$ cat src/rtl/spi_txn_arbiter.sv
// Round-robin scheduler that shares one 16-bit SPI monarch among NUM_REQ requesters,
// with a post-transaction idle gap and a completion watchdog.
module spi_txn_arbiter #(
    parameter int NUM_REQ     = 3,
    parameter int GAP_CYC     = 8,
    parameter int TIMEOUT_CYC = 2048
) (
    input  logic                   clk,
    input  logic                   rst,
    input  logic [NUM_REQ-1:0]     req,
    input  logic [16*NUM_REQ-1:0]  cmd,
    output logic [NUM_REQ-1:0]     ack,
    output logic [NUM_REQ-1:0]     rdy,
    output logic [15:0]            resp,
    output logic                   busy,
    output logic                   timeout_err,
    input  logic                   clr_err,
    output logic                   spi_wrt,
    output logic [15:0]            spi_wt_data,
    input  logic                   spi_done,
    input  logic [15:0]            spi_rd_data
);

    localparam int PW = (NUM_REQ > 1) ? $clog2(NUM_REQ) : 1;
    localparam int WW = $clog2(TIMEOUT_CYC) + 1;
    localparam logic [NUM_REQ-1:0] ONE = {{(NUM_REQ-1){1'b0}}, 1'b1};

    // Handshake: req is a level held until its one-cycle ack; rdy is a one-cycle
    // pulse on which resp is valid, and resp then holds until the next completion.
    typedef enum logic [1:0] {IDLE, LAUNCH, WAIT, GAP} state_t;

    state_t        state;
    logic [PW-1:0] ptr;
    logic [PW-1:0] winner;
    logic [PW-1:0] pick;
    logic          found;
    logic [WW-1:0] wdog;
    logic [7:0]    gap_cnt;
    logic          done_q;
    logic          done_rise;
    int            idx;

    // Upward search from the pointer with wrap; the pointer slot has top priority.
    always_comb begin
        found = 1'b0;
        pick  = ptr;
        idx   = 0;
        for (int k = 0; k < NUM_REQ; k++) begin
            idx = int'(ptr) + k;
            if (idx >= NUM_REQ) idx = idx - NUM_REQ;
            if (!found && req[idx]) begin
                found = 1'b1;
                pick  = PW'(idx);
            end
        end
    end

    // done_q resets high so a done level left over from before reset is not an edge.
    assign done_rise = spi_done & ~done_q;
    assign busy      = (state != IDLE);

    always_ff @(posedge clk) begin
        if (rst) begin
            state       <= IDLE;
            ptr         <= '0;
            winner      <= '0;
            ack         <= '0;
            rdy         <= '0;
            spi_wrt     <= 1'b0;
            resp        <= '0;
            spi_wt_data <= '0;
            timeout_err <= 1'b0;
            wdog        <= '0;
            gap_cnt     <= '0;
            done_q      <= 1'b1;
        end else begin
            ack     <= '0;
            rdy     <= '0;
            spi_wrt <= 1'b0;
            done_q  <= spi_done;
            // A timeout set later in this block overrides a simultaneous clear.
            if (clr_err) timeout_err <= 1'b0;

            case (state)
                IDLE: begin
                    if (found) begin
                        winner      <= pick;
                        spi_wt_data <= cmd[16*int'(pick) +: 16];
                        ack         <= ONE << pick;
                        spi_wrt     <= 1'b1;
                        state       <= LAUNCH;
                    end
                end
                LAUNCH: begin
                    ptr   <= (winner == PW'(NUM_REQ-1)) ? '0 : winner + 1'b1;
                    wdog  <= '0;
                    state <= WAIT;
                end
                WAIT: begin
                    if (done_rise) begin
                        resp    <= spi_rd_data;
                        rdy     <= ONE << winner;
                        gap_cnt <= '0;
                        state   <= GAP;
                    end else if (wdog == WW'(TIMEOUT_CYC-1)) begin
                        timeout_err <= 1'b1;
                        gap_cnt     <= '0;
                        state       <= GAP;
                    end else begin
                        wdog <= wdog + 1'b1;
                    end
                end
                GAP: begin
                    if (gap_cnt == 8'(GAP_CYC-1)) state <= IDLE;
                    else gap_cnt <= gap_cnt + 1'b1;
                end
                default: state <= IDLE;
            endcase
        end
    end

endmodule

$ cat config.mk
export PLATFORM = sky130hd
export DESIGN_NAME = spi_txn_arbiter
export DESIGN_NICKNAME = d
export VERILOG_FILES = /design/src/rtl/spi_txn_arbiter.sv
export SDC_FILE = /design/constraint.sdc
export NUM_CORES = 1
export LEC_CHECK = 0
export ABC_CLOCK_PERIOD_IN_PS = 7300
export BUFFER_PORTS_ARGS = -buffer_cell sky130_fd_sc_hd__buf_2
export CAP_MARGIN = 10
export CORE_MARGIN = 3
export CORE_UTILIZATION = 50
export CTS_CLUSTER_DIAMETER = 200
export CTS_CLUSTER_SIZE = 14
export DETAILED_ROUTE_END_ITERATION = 10
export MAX_ROUTING_LAYER = met4
export PLACE_DENSITY = 0.91
export RECOVER_POWER = 50
export REMOVE_ABC_BUFFERS = 1
export SKIP_CTS_REPAIR_TIMING = 1
export SLEW_MARGIN = 15
export SYNTH_ARGS = -nofsm -noshare
export SYNTH_HDL_FRONTEND = slang
export SYNTH_SLANG_ARGS = --single-unit
$ cat constraint.sdc
create_clock -name clk -period 7.3 [get_ports clk]
set_clock_uncertainty 0.15 [all_clocks]
set_input_delay 0.365 -clock clk [delete_from_list [all_inputs] [get_ports clk]]
set_output_delay 0.365 -clock clk [all_outputs]
set_load 0.005 [all_outputs]
* Word-level counts from Yosys, hierarchy flattened
Index checks and enable logic that the tools add are counted.
** Storage, ports and cells
- Bits in registers :: 67
- Latch bits :: 0
- Memory bits (writable) :: 0
- Bits in read-only memories :: 0
- Bits of input ports :: 71
- Output and inout bits :: 41
- Word-level logic and storage cells :: 99
- Memories :: 0
** Operators by class
- Add/subtract/negate cells :: 8
- $mul :: 0
- Divide/modulo/power cells :: 0
- $lt $le $gt $ge :: 6
- Eq/ne operators :: 12
- Shifts and indexed selects :: 3
- Muxes and demuxes :: 36
- Bitwise gates (word level) :: 6
- Reduce and logical (&&, ||, !) cells :: 16
** Operators by type and width (count)
- < comparator 32 x 4 -> 1 bit, second input constant :: 3
- two-way mux 32 bit :: 3
- variable part select 48 x 7 -> 16 bit :: 1
- two-way mux 12 bit :: 2
- two-way mux 8 bit :: 3
- one-hot mux 12 bit (2 select lines) :: 1
- two-way mux 2 bit :: 8
- one-hot mux 8 bit (2 select lines) :: 1
- two-way mux 1 bit :: 14
- adder 12 x 1 -> 12 bit, second input constant :: 1
- equality test 12 x 11 -> 1 bit, second input constant :: 1
- inequality test 2 bit, second input constant :: 5
- AND reduction 3 bit :: 3
- adder 8 x 1 -> 8 bit, second input constant :: 1
- equality test 8 x 3 -> 1 bit, second input constant :: 1
- one-hot mux 2 bit (4 select lines) :: 1
- subtractor 3 x 2 -> 4 bit, second input constant :: 2
- binary-select mux 1 bit (select 2 bit) :: 3
- equality test 2 bit, second input constant :: 3
- >= comparator 3 x 2 -> 1 bit, second input constant :: 2
- nonzero test 2 bit :: 3
- OR reduction 3 bit :: 2
- << shifter 1 x 2 -> 3 bit, first input constant :: 2
- NOT 1 bit :: 5
- 13 further kinds :: 16

* Logic depth before layout (Yosys ltp)
Gate-level depths: netlist of run 1.
- Word-level depth :: 14
- Gate-level depth with buffers :: 11
- Gate-level depth less buffers :: 8

* Worst setup path before layout of run 1
Ideal clock, no wire load.
- Path type :: reg-to-reg
- From :: register ptr[0]
- To :: register spi_wt_data[11]
- Setup time :: 130 ps
- Arrival time :: 2182 ps
- Slack :: 4837 ps
- Stages on the path, launching flop included :: 12
- Cells stage by stage :: dfxtp_1 > inv_1 > ha_1 > buf_2 > nand3b_1 > o21ai_1 > or3_4 > a31oi_4 > nand2b_1 > buf_6 > buf_8 > o22ai_1
** On the way
- Cells in the longest elaborated chain, start to end :: 13
- Elaborated cells between the ends (all ways) :: 32
- Those cells by class :: add/sub: 5; order compare: 3; shift: 1; mux: 18; reduce/logical: 5
** RTL lines
- from (decl) :: RTL line 33 : logic [PW-1:0] ptr;
- from (signal assigned) :: RTL line 95 : ptr <= (winner == PW'(NUM_REQ-1)) ? '0 : winner + 1'b1;
- branches (longest 13 deep; another with subtractor 3 x 2 -> 4 bit)
- to (signal assigned) :: RTL line 88 : spi_wt_data <= cmd[16*int'(pick) +: 16];
- to (decl) :: RTL line 19 : output logic [15:0] spi_wt_data,
Several ways; the timed one is not identified. The select of a mux whose other input is x is not followed.
A chain may end at the register's enable or synchronous reset.

* Final worst setup path of run 1
- From :: register ptr[1]
- To :: register spi_wt_data[0]
The elaborated chain is that of the path after synthesis.

==> results.yml, run 1 <==
detailed_routing:
  first_iter_violations: 215
  drt_first_pass_iters: 5
  via_per_inst: 5.47
  finalWirelength_mm: 8.04
  dr_total_vias: 3049
  drc: 0
  wl_per_cell_um: 14.4
  postRouteAntennaNets: 0
synth:
  yosysTopAreaCell: "dfxtp_1"
  yosysUniqueCellTypes: 49
  synth_area_sq_um: 3210
  synth_seq_cells: 67
  synth_edf_count: 0
  netlist_top_cells_count: "67 x dfxtp_1, 46 x nand2_1, 36 x nor2_1"
  ys_seq_area_frac: 0.418
  yosysMostFrequentCell: "dfxtp_1"
  syn_inst: 370
  synthFlopType: "dfxtp_1"
  synth_area_leaders: "dfxtp_1 42%, mux2i_1 6.5%, nand2_1 5.4%"
  ys.warnings.count: 0
  syn_avg_cell_area_sq_um: 8.68
  synth_top_cell_area_share: 0.418
  async_flop_share: 0
worst_setup_path:
  crit_type: "register to register"
  worst_setup_path_end_kind: "register"
  critPathLaunchType: "register"
  critPathTopFamily: "simple AND/OR/NAND/NOR gates"
  cp.arrival_ns: 3.26
  worst-path-max-fanout: 19
  crit_slowest_cell: "nand2b_1"
  crit_chain: "inv_1 > ha_1 > mux2i_1 > o21ai_1 > or3_4 > a31oi_4 > nand2b_1 > o22ai_1"
  worstPathRequired_ns: 7.29
  ff2ff_path_depth: 8
  path_buf_inv: 1
  critPathMaxStageDelay_ns: 0.63
  cp.depth: 8
power_and_ir_drop:
  powerDensity_nw_per_um2: 365
  finalPower_mw: 1.45
  p_leak_nw: 1.60
  peakVddDrop_mv: 0.219
cells_and_area:
  n_fill_cell: 486
  fin_nets: 558
  drive_gt1_frac: 0.222
  final_cells: 557
  syn2layout_area_growth_pct: 23.8
  regArea_sq_um: 1340
  multiInputGateArea_sq_um: 1710
floorplanning:
  start_util: 0.530
  rows: 28
  die_w_um: 86.1
  die_h_um: 86.1
  core_sq_um: 6060
  num_io_pins: 112
  floorplan.die_area_sq_um: 7420
clock_tree:
  cts_root_buffer: "clkbuf_8"
  clock_latency_ns: 0.34
  cts_inserted_buffers: 9
  htreeDepth: 3
  clkTransAtPathRegs_ns: 0.07
  tritoncts: "yes"
  cts.sinks: 67
  cts_max_path_buffers: 2
timing:
  setup_viol: 0
  finalSetupTns_ns: 0
  tightest_slew_ns: 2.10
  whs_ns: 0.0845
  post-route-min-period_ns: 3.27
  rsz0062_at_grt: "false"
  slew_headroom: -0.398
  drv_slew: 48
  fin_crit_sh: 0.448
  clock.fmax_mhz: 306
  hold_viol: 0
place:
  dp.cells: 540
  place.gp.congestion: 0.889
  hpwl_mm: 5.76
  numPortBuffers: 111
worst_hold_path:
  hold_depth: 2
  hp-class: "input pin to register"
job:
  maxCapViolCount: 1
grt:
  grt_pass1_vias: 2862
  grt_use_total: 0.225
  grt_pass1_wl_mm: 12.9
  grt_max_degree: 48
  antenna_found_initial: 0
  gr-total-overflow: 0
status:
  violations: "max-capacitance violations, max-slew violations"
  status: "finished with violations"
power by group:
part / total, mW / internal, mW / switching (mW)
clock network: 0.370 / 0.235 / 0.135
registers: 0.483 / 0.439 / 0.0431
logic: 0.599 / 0.246 / 0.353
worst register-to-register path: stages, from the launching register on:
cell and delay (ns):
dfxtp_1 0.34, inv_1 0.11, ha_1 0.29, mux2i_1 0.26
o21ai_1 0.18, or3_4 0.45, a31oi_4 0.49, nand2b_1 0.64
o22ai_1 0.16
metrics by stage:
step	area [sq um]	worst slack (ns)	util
global route	3970	3.79	0.655
detailed placement	3790	4.11	0.625
CTS	4030	4.11	0.665
global placement	3790	4.19	0.625
floorplan	3110	3.46	-
finish	3980	4.03	0.656
kinds of logic after synthesis:
kind of cell               synth area share
buffers and inverters                0.0487
muxes                                0.0655
DFF                                   0.418
AOI/OAI and AO/OA                     0.156
adders and majority gates            0.0429
and+or+nand+nor                       0.228
xor gates and xnor gates             0.0409
per-layer routing:
layer / vias to the layer above / share of wire / GRT usage
li1: 1506 / - / -
met2: 130 / 0.48 / 0.350
met3: 22 / 0.069 / 0.0701
met4: 0 / 0.030 / 0.108
met1: 1391 / 0.42 / 0.263
met5: - / 0 / -
placed cells by master (no fill, tap or decap), drive strengths merged, types with 4 or more instances in the layout:
master | Yosys | final
a21oi | 24 | 24
a31oi | 16 | 16
and2 | 16 | 16
buf | 9 | 86
clkbuf | 8 | 37
dfxtp | 67 | 67
ha | 11 | 11
inv | 15 | 15
mux2i | 21 | 21
nand2 | 46 | 46
nand2b | 6 | 6
nand3 | 4 | 4
nand4 | 8 | 8
nor2 | 36 | 36
nor3 | 8 | 8
nor3b | 4 | 4
o21ai | 5 | 5
o22ai | 17 | 17
xnor2 | 9 | 9
xor2 | 6 | 6
path summary, 6_finish.rpt:
kind | startpoint | to | slack [ns]
hold reg to reg | resp[2]$_SDFFE_PP0N_ | resp[2]$_SDFFE_PP0N_ | 0.30
setup / recovery | ptr[1]$_SDFFE_PP0N_ | spi_wt_data[0]$_SDFFE_PP0P_ | 4.03
setup reg to reg | ptr[1]$_SDFFE_PP0N_ | spi_wt_data[0]$_SDFFE_PP0P_ | 4.03
hold / removal | spi_done | done_q$_SDFF_PP1_ | 0.08
registers in the layout, summed over array words and instances (netlist names), 3 cells and up:
signal,flops
wdog,12
ack,3
resp,16
gap_cnt,8
spi_wt_data,16
rdy,3
cell type report:
class	count	share of cell area
multi-input combinational	271	0.430
sequential	67	0.337
timing repair buffer	112	0.133
clock buffer	11	0.0356
clock inverter	5	0.0252
tap	75	0.0236
inverter	15	0.0142
antenna	1	0.000630
No activity file was read; power rests on OpenSTA's default activity.
==> run 2: changes to the inputs <==
--- a/config.mk
+++ b/config.mk
@@ -5,7 +5,7 @@
 export SDC_FILE = /design/constraint.sdc
 export NUM_CORES = 1
 export LEC_CHECK = 0
-export ABC_CLOCK_PERIOD_IN_PS = 7300
+export ABC_CLOCK_PERIOD_IN_PS = 3200
 export BUFFER_PORTS_ARGS = -buffer_cell sky130_fd_sc_hd__buf_2
 export CAP_MARGIN = 10
 export CORE_MARGIN = 3
==> constraint.sdc (replaced) <==
create_clock -name clk -period 3.2 [get_ports clk]
set_clock_uncertainty 0.15 [all_clocks]
set_input_delay 0.16 -clock clk [delete_from_list [all_inputs] [get_ports clk]]
set_output_delay 0.16 -clock clk [all_outputs]
set_load 0.005 [all_outputs]
==> run 2 against run 1 <==
- the run ends with negative hold slack left
- first-iteration DRC count grew 14%
- sequential share of layout area fell by 3.6 points
- non-clock buffer count up 53
- clock-buffer cell count down 1
- sequential cell count did not move
- critical path type unchanged
- largest cell class unchanged
- highest routed layer unchanged
==> results.yml, run 2 (synthesized netlist as in run 1, its figures left out) <==
worst_setup_path:
  worst-path-max-fanout: 13
  worst_setup_path_end_kind: "register"
  critPathCapture: "spi_wt_data[6]$_SDFFE_PP0P_"
  critPathTopFamily: "compound AO/OA/AOI/OAI gates"
  critPathLaunchType: "register"
  worstPathRequired_ns: 3.32
  ff2ff_path_depth: 9
  critical_path.startpoint: "ptr[0]$_SDFFE_PP0N_"
  crit_type: "register to register"
  cp.arrival_ns: 3.01
  r2r-start: "ptr[0]$_SDFFE_PP0N_"
  r2r_slack_ns: 0.31
  cp.depth: 9
  critPathMaxStageDelay_ns: 0.65
  crit_chain: "inv_1 > ha_1 > nand3b_1 > o21ai_1 > o31ai_2 > buf_4 > and2_1 > a31oi_1 > o22ai_1"
  reg2reg_to: "spi_wt_data[6]$_SDFFE_PP0P_"
  crit_slowest_cell: "o31ai_2"
  path_buf_inv: 2
place:
  dp.cells: 545
  numPortBuffers: 111
  hpwl_mm: 5.96
  place.gp.congestion: 0.905
  placed_cell_area_sq_um: 3820
timing:
  setup_viol: 0
  drv_slew: 0
  whs_ns: -0.0344
  clock.fmax_mhz: 346
  post-route-min-period_ns: 2.89
  slew_headroom: 0.324
  hold_viol: 4
  fin_crit_sh: 0.904
  rsz0062_at_grt: "false"
  tightest_slew_ns: 1.01
grt:
  grt_pass1_vias: 3027
  grt_pass1_wl_mm: 13.5
  antenna_found_initial: 0
  grt_max_degree: 48
  grt_use_total: 0.232
  gr-total-overflow: 0
floorplanning:
  die_h_um: 86.1
  floorplan.die_area_sq_um: 7420
  die_w_um: 86.1
  core_sq_um: 6060
  rows: 28
  start_util: 0.530
  num_io_pins: 112
cells_and_area:
  final_area_sq_um: 4450
  drive_gt1_frac: 0.210
  final_cell_mix: "83 x buf_2, 67 x dfxtp_1, 48 x dlygate4sd3_1"
  diodes: 0
  fin_nets: 611
  syn2layout_area_growth_pct: 38.7
  final_common_cell: "buf_2"
  final_cells: 608
  reg_top3: "resp (16), spi_wt_data (16), wdog (12)"
job:
  maxCapViolCount: 0
worst_hold_path:
  min_from: "clr_err"
  hp-class: "input pin to register"
clock_tree:
  clkTransAtPathRegs_ns: 0.08
  htreeDepth: 3
  cts_inserted_buffers: 9
  tritoncts: "yes"
  clock_latency_ns: 0.36
  cts.sinks: 67
  cts_root_buffer: "clkbuf_8"
  cts_max_path_buffers: 2
detailed_routing:
  drc: 0
  drt_first_pass_iters: 5
  first_iter_violations: 246
  dr_total_vias: 3602
  finalWirelength_mm: 11.3
  postRouteAntennaNets: 0
  wl_per_cell_um: 18.6
  via_per_inst: 5.92
power_and_ir_drop:
  peakVddDrop_mv: 0.678
  powerDensity_nw_per_um2: 762
  p_leak_nw: 1.81
status:
  violations: "negative hold slack"
  status: "finished with violations"
run 2: layer usage:
layer	share of wire	routed length [um]	vias up	global-route usage
li1	-	-	1620	-
met1	0.38	4260	1683	0.270
met2	0.50	5610	251	0.382
met3	0.084	954	48	0.0548
met4	0.043	486	0	0.0978
met5	0	0	-	-
run 2: area by class of cell:
cell class                 count  area [sq um]
sequential                    67          1340
clock buffer                  10           128
tap                           75          93.8
fill                         371          1610
multi-input combinational    271          1730
timing repair buffer         165          1050
clock inverter                 5          55.1
inverter                      15          56.3
run 2: worst min-delay path by stage:
| stage | end | cells after the start |
|---|---|---|
| 5_1_grt | spi_wt_data[3]$_SDFFE_PP0P_ | 3 |
| 6_report | timeout_err$_SDFF_PP0_ | 4 |
| 3_3_place_gp | done_q$_SDFF_PP1_ | 2 |
| 2_1_floorplan | gap_cnt[1]$_SDFFE_PP0P_ | 1 |
| 3_5_place_dp | done_q$_SDFF_PP1_ | 2 |
| 4_1_cts | done_q$_SDFF_PP1_ | 2 |
run 2: worst reg2reg max path: stages, from the launching register on:
cell and delay (ns):
dfxtp_1 0.43, inv_1 0.09, ha_1 0.42, nand3b_1 0.13
o21ai_1 0.17, o31ai_2 0.65, buf_4 0.30, and2_1 0.17
a31oi_1 0.06, o22ai_1 0.25
run 2: where the power goes:
part	switching (mW)	internal [mW]	total, mW
Combinational	0.939	0.625	1.56
Clock	0.351	0.353	0.704
Sequential	0.122	1.00	1.12
Total	1.41	1.98	3.39
run 2: through the flow:
step	setup TNS, ns	total power [mW]	util	setup slack, ns
floorplan	-10.97	2.03	-	-0.644
global placement	0	2.48	0.631	0.438
detailed placement	0	2.53	0.631	0.200
CTS	0	3.20	0.661	0.214
global route	0	3.54	0.735	0.138
finish	0	3.39	0.735	0.306
